==> config.mk <==
export PLATFORM = sky130hd
export DESIGN_NAME = conv_frame_scheduler
export DESIGN_NICKNAME = d
export VERILOG_FILES = /design/src/rtl/params_pkg.sv /design/src/rtl/rr_arbiter.sv /design/src/rtl/conv_frame_scheduler.sv
export SDC_FILE = /design/constraint.sdc
export NUM_CORES = 1
export LEC_CHECK = 0
export CORE_MARGIN = 5
export CORE_UTILIZATION = 47
export DETAILED_ROUTE_END_ITERATION = 6
export PLACE_DENSITY = 0.83
export SLEW_MARGIN = 0
export SYNTH_ARGS = -nofsm -noshare
export SYNTH_HDL_FRONTEND = slang
export SYNTH_SLANG_ARGS = --single-unit
export TNS_END_PERCENT = 30
==> constraint.sdc <==
create_clock -name clk -period 3.33 [get_ports clk]
set_input_delay 0.8325 -clock clk [delete_from_list [all_inputs] [get_ports clk]]
set_output_delay 0.8325 -clock clk [all_outputs]
set_load 0.01 [all_outputs]
==> src/rtl/params_pkg.sv <==
// Shared parameters and the frame scheduler state type for the convolution datapath.
package params_pkg;

   localparam int DATA_WIDTH  = 16;
   localparam int COEFF_COUNT = 16;

   typedef enum logic [1:0] {
      SCHED_IDLE   = 2'd0,
      SCHED_FLUSH  = 2'd1,
      SCHED_STREAM = 2'd2,
      SCHED_DRAIN  = 2'd3
   } sched_state_t;

endpackage

==> src/rtl/rr_arbiter.sv <==
// Round-robin arbiter: the first active request at or after ptr wins, grant is one-hot.
module rr_arbiter #(
   parameter int N     = 2,
   parameter int PTR_W = (N > 1) ? $clog2(N) : 1
) (
   input  logic [N-1:0]     req,
   input  logic [PTR_W-1:0] ptr,
   output logic [N-1:0]     grant
);

   always_comb begin
      int   idx;
      logic found;
      grant = '0;
      found = 1'b0;
      idx   = 0;
      for (int i = 0; i < N; i++) begin
         idx = int'(ptr) + i;
         if (idx >= N) idx = idx - N;
         for (int j = 0; j < N; j++) begin
            if (j == idx && !found && req[j]) begin
               grant[j] = 1'b1;
               found    = 1'b1;
            end
         end
      end
   end

endmodule

==> src/rtl/conv_frame_scheduler.sv <==
// Shares one convolution core among NUM_REQ frame requesters: each frame is preceded by a
// zero flush, and the matching flush results are discarded before results are forwarded.
//
// state  | meaning
// IDLE   | waiting for a request; grants, and zero-length frames complete here
// FLUSH  | pushing FLUSH_LEN zeros to clear the core taps
// STREAM | granted requester wired straight to the core input
// DRAIN  | all inputs pushed, forwarding remaining results until m_last
module conv_frame_scheduler
   import params_pkg::*;
#(
   parameter int  NUM_REQ   = 2,
   parameter int  LEN_W     = 12,
   parameter int  FLUSH_LEN = COEFF_COUNT - 1,
   localparam int ID_W      = (NUM_REQ > 1) ? $clog2(NUM_REQ) : 1
) (
   input  logic                          clk,
   input  logic                          rst,
   input  logic [NUM_REQ-1:0]            req_valid,
   input  logic [NUM_REQ*LEN_W-1:0]      req_len,
   output logic [NUM_REQ-1:0]            req_ready,
   input  logic [NUM_REQ-1:0]            s_valid,
   input  logic [NUM_REQ*DATA_WIDTH-1:0] s_data,
   output logic [NUM_REQ-1:0]            s_ready,
   output logic                          core_in_valid,
   input  logic                          core_in_ready,
   output logic [DATA_WIDTH-1:0]         core_in_data,
   input  logic                          core_out_valid,
   input  logic [DATA_WIDTH-1:0]         core_out_data,
   output logic                          core_out_ready,
   output logic                          m_valid,
   input  logic                          m_ready,
   output logic [DATA_WIDTH-1:0]         m_data,
   output logic [ID_W-1:0]               m_id,
   output logic                          m_last,
   output logic                          busy,
   output logic                          frame_done,
   output logic [ID_W-1:0]               done_id
);

   sched_state_t    state_q, state_d;
   logic [ID_W-1:0] ptr_q, ptr_d, gid_q, gid_d, done_id_q, done_id_d;
   logic [LEN_W-1:0] len_q, len_d, in_rem_q, in_rem_d;
   logic [LEN_W-1:0] disc_rem_q, disc_rem_d, fwd_rem_q, fwd_rem_d;
   logic            frame_done_q, frame_done_d;

   logic [NUM_REQ-1:0]    arb_gnt;
   logic [ID_W-1:0]       arb_id;
   logic [LEN_W-1:0]      arb_len;
   logic                  sel_valid;
   logic [DATA_WIDTH-1:0] sel_data;
   logic                  last_hs;

   rr_arbiter #(.N(NUM_REQ), .PTR_W(ID_W)) u_rr_arbiter (
      .req   (req_valid),
      .ptr   (ptr_q),
      .grant (arb_gnt)
   );

   always_comb begin
      arb_id    = '0;
      arb_len   = '0;
      sel_valid = 1'b0;
      sel_data  = '0;
      for (int i = 0; i < NUM_REQ; i++) begin
         if (arb_gnt[i]) begin
            arb_id  = ID_W'(i);
            arb_len = req_len[i*LEN_W +: LEN_W];
         end
         if (ID_W'(i) == gid_q) begin
            sel_valid = s_valid[i];
            sel_data  = s_data[i*DATA_WIDTH +: DATA_WIDTH];
         end
      end
   end

   always_comb begin
      state_d        = state_q;
      ptr_d          = ptr_q;
      gid_d          = gid_q;
      len_d          = len_q;
      in_rem_d       = in_rem_q;
      disc_rem_d     = disc_rem_q;
      fwd_rem_d      = fwd_rem_q;
      frame_done_d   = 1'b0;
      done_id_d      = done_id_q;
      last_hs        = 1'b0;
      req_ready      = '0;
      s_ready        = '0;
      core_in_valid  = 1'b0;
      core_in_data   = '0;
      core_out_ready = 1'b1;
      m_valid        = 1'b0;
      m_last         = 1'b0;

      // Result side runs in every busy state since core outputs overlap core inputs.
      if (state_q != SCHED_IDLE) begin
         if (disc_rem_q != '0) begin
            if (core_out_valid) disc_rem_d = disc_rem_q - LEN_W'(1);
         end else if (fwd_rem_q != '0) begin
            m_valid        = core_out_valid;
            core_out_ready = m_ready;
            m_last         = (fwd_rem_q == LEN_W'(1));
            if (core_out_valid && m_ready) begin
               fwd_rem_d = fwd_rem_q - LEN_W'(1);
               last_hs   = (fwd_rem_q == LEN_W'(1));
            end
         end
      end

      case (state_q)
         SCHED_IDLE: begin
            if (req_valid != '0) begin
               req_ready = arb_gnt;
               gid_d     = arb_id;
               len_d     = arb_len;
               ptr_d     = (arb_id == ID_W'(NUM_REQ - 1)) ? '0 : arb_id + ID_W'(1);
               if (arb_len == '0) begin
                  frame_done_d = 1'b1;
                  done_id_d    = arb_id;
               end else begin
                  disc_rem_d = LEN_W'(FLUSH_LEN);
                  fwd_rem_d  = arb_len;
                  if (FLUSH_LEN == 0) begin
                     in_rem_d = arb_len;
                     state_d  = SCHED_STREAM;
                  end else begin
                     in_rem_d = LEN_W'(FLUSH_LEN);
                     state_d  = SCHED_FLUSH;
                  end
               end
            end
         end
         SCHED_FLUSH: begin
            core_in_valid = 1'b1;
            if (core_in_ready) begin
               if (in_rem_q <= LEN_W'(1)) begin
                  in_rem_d = len_q;
                  state_d  = SCHED_STREAM;
               end else begin
                  in_rem_d = in_rem_q - LEN_W'(1);
               end
            end
         end
         SCHED_STREAM: begin
            core_in_valid = sel_valid;
            core_in_data  = sel_data;
            for (int i = 0; i < NUM_REQ; i++) begin
               if (ID_W'(i) == gid_q) s_ready[i] = core_in_ready;
            end
            if (sel_valid && core_in_ready) begin
               if (in_rem_q <= LEN_W'(1)) begin
                  in_rem_d = '0;
                  state_d  = SCHED_DRAIN;
               end else begin
                  in_rem_d = in_rem_q - LEN_W'(1);
               end
            end
         end
         SCHED_DRAIN: begin
            if (last_hs || fwd_rem_q == '0) begin
               state_d      = SCHED_IDLE;
               frame_done_d = 1'b1;
               done_id_d    = gid_q;
            end
         end
         default: state_d = SCHED_IDLE;
      endcase
   end

   always_ff @(posedge clk) begin
      if (rst) begin
         state_q      <= SCHED_IDLE;
         ptr_q        <= '0;
         gid_q        <= '0;
         len_q        <= '0;
         in_rem_q     <= '0;
         disc_rem_q   <= '0;
         fwd_rem_q    <= '0;
         frame_done_q <= 1'b0;
         done_id_q    <= '0;
      end else begin
         state_q      <= state_d;
         ptr_q        <= ptr_d;
         gid_q        <= gid_d;
         len_q        <= len_d;
         in_rem_q     <= in_rem_d;
         disc_rem_q   <= disc_rem_d;
         fwd_rem_q    <= fwd_rem_d;
         frame_done_q <= frame_done_d;
         done_id_q    <= done_id_d;
      end
   end

   assign m_data     = core_out_data;
   assign m_id       = gid_q;
   assign busy       = (state_q != SCHED_IDLE);
   assign frame_done = frame_done_q;
   assign done_id    = done_id_q;

endmodule

# == Word level (Yosys, flattened, before mapping) ==
# Index checks and enable logic that the tools add are counted.
# classes
n_addsub,7
magnitude_cmp,3
eq_ne,14
n_mux,70
reduce_logical,28
# op_table
operator,n
12-bit 2-to-1 mux,21
2-bit by 32-bit equality test with 1-bit output (first input constant),2
32-bit zero test,2
32-bit 2-to-1 mux,2
12-bit one-hot mux with 3 select lines,1
12-bit by 1-bit subtractor with 12-bit output (second input constant),3
32-bit by 3-bit greater-or-equal comparator with 1-bit output (second input constant),1
16-bit 2-to-1 mux,2
32-bit by 3-bit subtractor with 32-bit output (second input constant),1
1-bit 2-to-1 mux,30
12-bit zero test,2
12-bit nonzero test,2
2-bit 2-to-1 mux,10
2-bit inequality test (second input constant),8
12-bit by 1-bit equality test with 1-bit output (second input constant),1
12-bit by 1-bit less-or-equal comparator with 1-bit output (second input constant),1
1-bit logical AND,9
2-bit one-hot mux with 4 select lines,1
7-bit AND reduction,1
1-bit one-hot mux with 2 select lines,3
2-bit nonzero test,3
5-bit AND reduction,1
2-bit equality test (second input constant),2
4-bit AND reduction,1
other kinds (10),12
# word_totals
ff_bits,54
input_bits,81

# == Depth between registers and ports, before layout ==
# logic_depth
word_depth,22
depth_mapped,9

# == Cells and area by module ==
# A second synthesis with hierarchy kept.
# unflattened
cells_unflattened,459
hier_area_um2,3728.6
# modules_own_cells
mod,n_inst,cells_each,area_each_um2,seq_area_each_um2
conv_frame_scheduler,1,456,3709.8,1081.0
rr_arbiter,1,3,18.8,0.0

# == Least setup slack after synthesis ==
# Ideal clock, no wire load.
# synth_path
path_type,flip-flop to output port
from,register disc_rem_q[0]
to,output port core_out_ready
arrival_time_ps,1927
required_ps,2497
setup_slack_ps,571
path_stages_with_launch,8
cell_sequence,dfxtp_1 > inv_1 > ha_1 > or4b_1 > nor4b_4 > buf_2 > nand2_1 > or3_1
# synth_via
elab_chain_cells,3
# synth_lines
item,line,rtl
start: declaration,conv_frame_scheduler.sv:44,"logic [LEN_W-1:0] disc_rem_q, disc_rem_d, fwd_rem_q, fwd_rem_d;"
start signal: assignment,conv_frame_scheduler.sv:188,disc_rem_q <= disc_rem_d;
12-bit nonzero test,conv_frame_scheduler.sv:98,if (disc_rem_q != '0) begin
1-bit 2-to-1 mux,conv_frame_scheduler.sv:98,
1-bit 2-to-1 mux,conv_frame_scheduler.sv:97,if (state_q != SCHED_IDLE) begin
end: declaration,conv_frame_scheduler.sv:30,"output logic core_out_ready,"
# No other way between the ends.

# == Worst setup path in the final report ==
# Ends and elaborated chain as after synthesis.

==> flow_summary.ini <==
[status]
outcome = completed

[cts]
path_clk_slew_ps = 100
cts_root_buf = clkbuf_8
h-tree-depth = 2
cts.sinks = 54
clk_latency_ps = 310
cts_tree = built
numCtsBuffers = 5
cts.path.max_buffers = 2

[critical_path]
path_class = reg -> out
arrival_ps = 2450
rr_worst_depth = 7
reg2reg_to = state_q[1]
crit_fanout = 5
cp-start-kind = register
regToRegSetupSlack_ps = 810
r2r-start = state_q[0]
end_kind = output port
cp.required_ps = 2500

[sta]
slew_headroom_pct = 48.24
rsz0062_at_grt = yes
clock-skew-final_ps = 10.21
hold_slack_ps = 482.0
hold_viol = 0
period_share_pct = 98.67
final.min_clock_period_ps = 3286
tightestPinTransition_ps = 776.3
setup_ws_ps = 44.12
setup_violations = 0
fmax_mhz = 304.3
drv_slew = 0

[pwr]
power.total_uw = 3562
power_density_nw_per_um2 = 718.2
peakVddDrop_uv = 461.5
leakagePower_uw = 0.001815

[global_route]
grt_overflow = 0
grt_pass1_vias = 3826
antenna_found_initial = 0
grt_pass1_wl_um = 18410
grtUsageTotal_pct = 22.49
grt_max_degree = 21

[synth]
synthesis.nets = 547
ys_types = 79
synthesis.area_sq_um = 3887
yosys_register_bits = 54
ys_seq_area_share_pct = 27.81
synth_edf_count = 0
yosys_most_used_dff = dfxtp_1
yosys_warnings = 0
avgSynthCellArea_sq_um = 8.544
syn_inst = 455
async_flop_share_pct = 0

[finish]
layout-drive-gt1-share_pct = 11.94
final_area_sq_um = 4960
final_cell_mix = 89 x clkdlybuf4s50_1, 65 x nor2_1, 53 x dfxtp_1
final_nets = 627
final_util_pct = 60.98
n_fill_cell = 694
final_common_cell = clkdlybuf4s50_1
diodes = 0
syn2layout_area_growth_pct = 27.58

[routing]
drtAntennaViolNets = 0
wl_per_cell_um = 18.24
wirelength_um = 11690
first_iter_violations = 197
drt-pass1-iter-count = 5
viasPerCell = 6.158
vias = 3947
drc_errors = 0

[hold_path]
min_to = len_q[5]
min-delay-start = len_q[5]
hp-class = reg -> reg
hold_path_depth = 1

[floorplan]
ios = 125
core_area_sq_um = 8134
rows = 33
die_y_um = 100.9
die-area_sq_um = 10190
start_util_pct = 47.79
die_w_um = 100.9

[placement]
dpl.hpwl_um = 9215
placed_area_sq_um = 4833
io_buffers = 92
gp_routability_congestion = 0.9477
dpl_worst_slack_ps = 30.37

[run]
maxCapViolations = 0
-- critical path, cell delays in order (launching register included) --
cell	delay (ps)
dfxtp_2	350
inv_1	80
ha_1	160
or4b_4	480
nor4b_4	350
nand2_1	110
or3_1	320
dlygate4sd2_1	290
-- worst max-delay path by stage --
stage,start,to,cells past startpoint
floorplan,disc_rem_q[0],core_out_ready,7
global placement,req_len[3],in_rem_q[11],6
detailed placement,req_len[3],in_rem_q[11],6
CTS,disc_rem_q[0],core_out_ready,7
global route,disc_rem_q[0],core_out_ready,7
finish,disc_rem_q[0],core_out_ready,7
-- cells in the mapped netlist, types with 3 or more instances --
master | instances | area (sq um)
clkbuf_1 | 13 | 48.80
nor2_1 | 65 | 244.0
ha_1 | 11 | 137.6
nor2b_1 | 5 | 31.28
dfxtp_1 | 54 | 1081
nor4_2 | 3 | 37.54
xnor2_1 | 11 | 96.34
a32oi_1 | 3 | 26.28
nand2b_1 | 4 | 25.02
buf_4 | 16 | 120.1
or2_2 | 3 | 18.77
or3_1 | 7 | 43.79
nand4_1 | 4 | 25.02
and2_1 | 3 | 18.77
o31ai_1 | 3 | 22.52
o32ai_1 | 3 | 26.28
o21a_1 | 7 | 52.55
nand3_1 | 7 | 35.03
and3_1 | 4 | 25.02
o31a_1 | 4 | 35.03
a211oi_1 | 15 | 112.6
or4_1 | 7 | 52.55
buf_2 | 5 | 25.02
a221oi_1 | 11 | 96.34
or4_4 | 3 | 33.78
a31oi_1 | 4 | 25.02
a2bb2oi_1 | 7 | 61.31
o21ai_0 | 11 | 55.05
inv_1 | 13 | 48.80
mux2i_1 | 19 | 190.2
and4_1 | 3 | 26.28
nor3_1 | 15 | 75.07
nor4_1 | 14 | 87.58
buf_1 | 4 | 15.01
a22oi_1 | 6 | 45.04
xor2_1 | 7 | 61.31
nand2_1 | 14 | 52.55
a21oi_1 | 14 | 70.07
-- metal layers --
metal  vias up  wire length (um)  global-route usage [%]
li1       1876                 -                       -
met1      1843              4820                   28.17
met2       207              5656                   38.38
met3        21               963                   5.121
met4         0               253                   6.748
met5         -                 0                       0
-- through the flow --
step	TNS, ps	std cells
2_1_floorplan	0	455
3_3_place_gp	0	630
3_5_place_dp	0	630
4_1_cts	0	639
5_1_grt	-55.05	641
6_report	0	641
-- cell type report --
type                       count  area [sq um]  area share (%)
sequential                    54          1082           21.82
multi-input combinational    343          2490           50.20
tap                          105         131.4           2.649
clock inverter                 1         30.03          0.6054
inverter                      15         56.30           1.135
clock buffer                   7         76.32           1.539
timing repair buffer         116          1094           22.05
-- state kept, by name, indices dropped and copies added, names as in the netlist --
signal / count
disc_rem_q: 12
done_id: 1
ptr_q: 1
fwd_rem_q: 12
frame_done: 1
state_q: 2
m_id: 1
len_q: 12
in_rem_q: 12
-- logic make-up after synthesis --
family,Yosys count,share of synthesized area [%]
AO/OA/AOI/OAI,119,25.46
XOR/XNOR,18,4.055
adder cells (fa/ha/maj),11,3.540
buffers and inverters,58,8.240
flip-flops,54,27.81
multiplexers,22,5.858
AND/OR/NAND/NOR,173,25.04
-- where the power goes --
group	switching [uW]	total, uW	internal (uW)	leakage, uW
logic	1180	2110	927	0.00132
clock network	218	443	226	0.0000524
registers	193	1010	814	0.000445
total	1600	3560	1970	0.00181
-- what timing repair did --
action,in CTS,in global routing
setup buffers,1,2
endpoints found under the setup margin,3,1
pin swaps,1,2
resized for setup,4,3
hold buffers,0,0
Note: power is estimated with default switching activity, not from simulation.
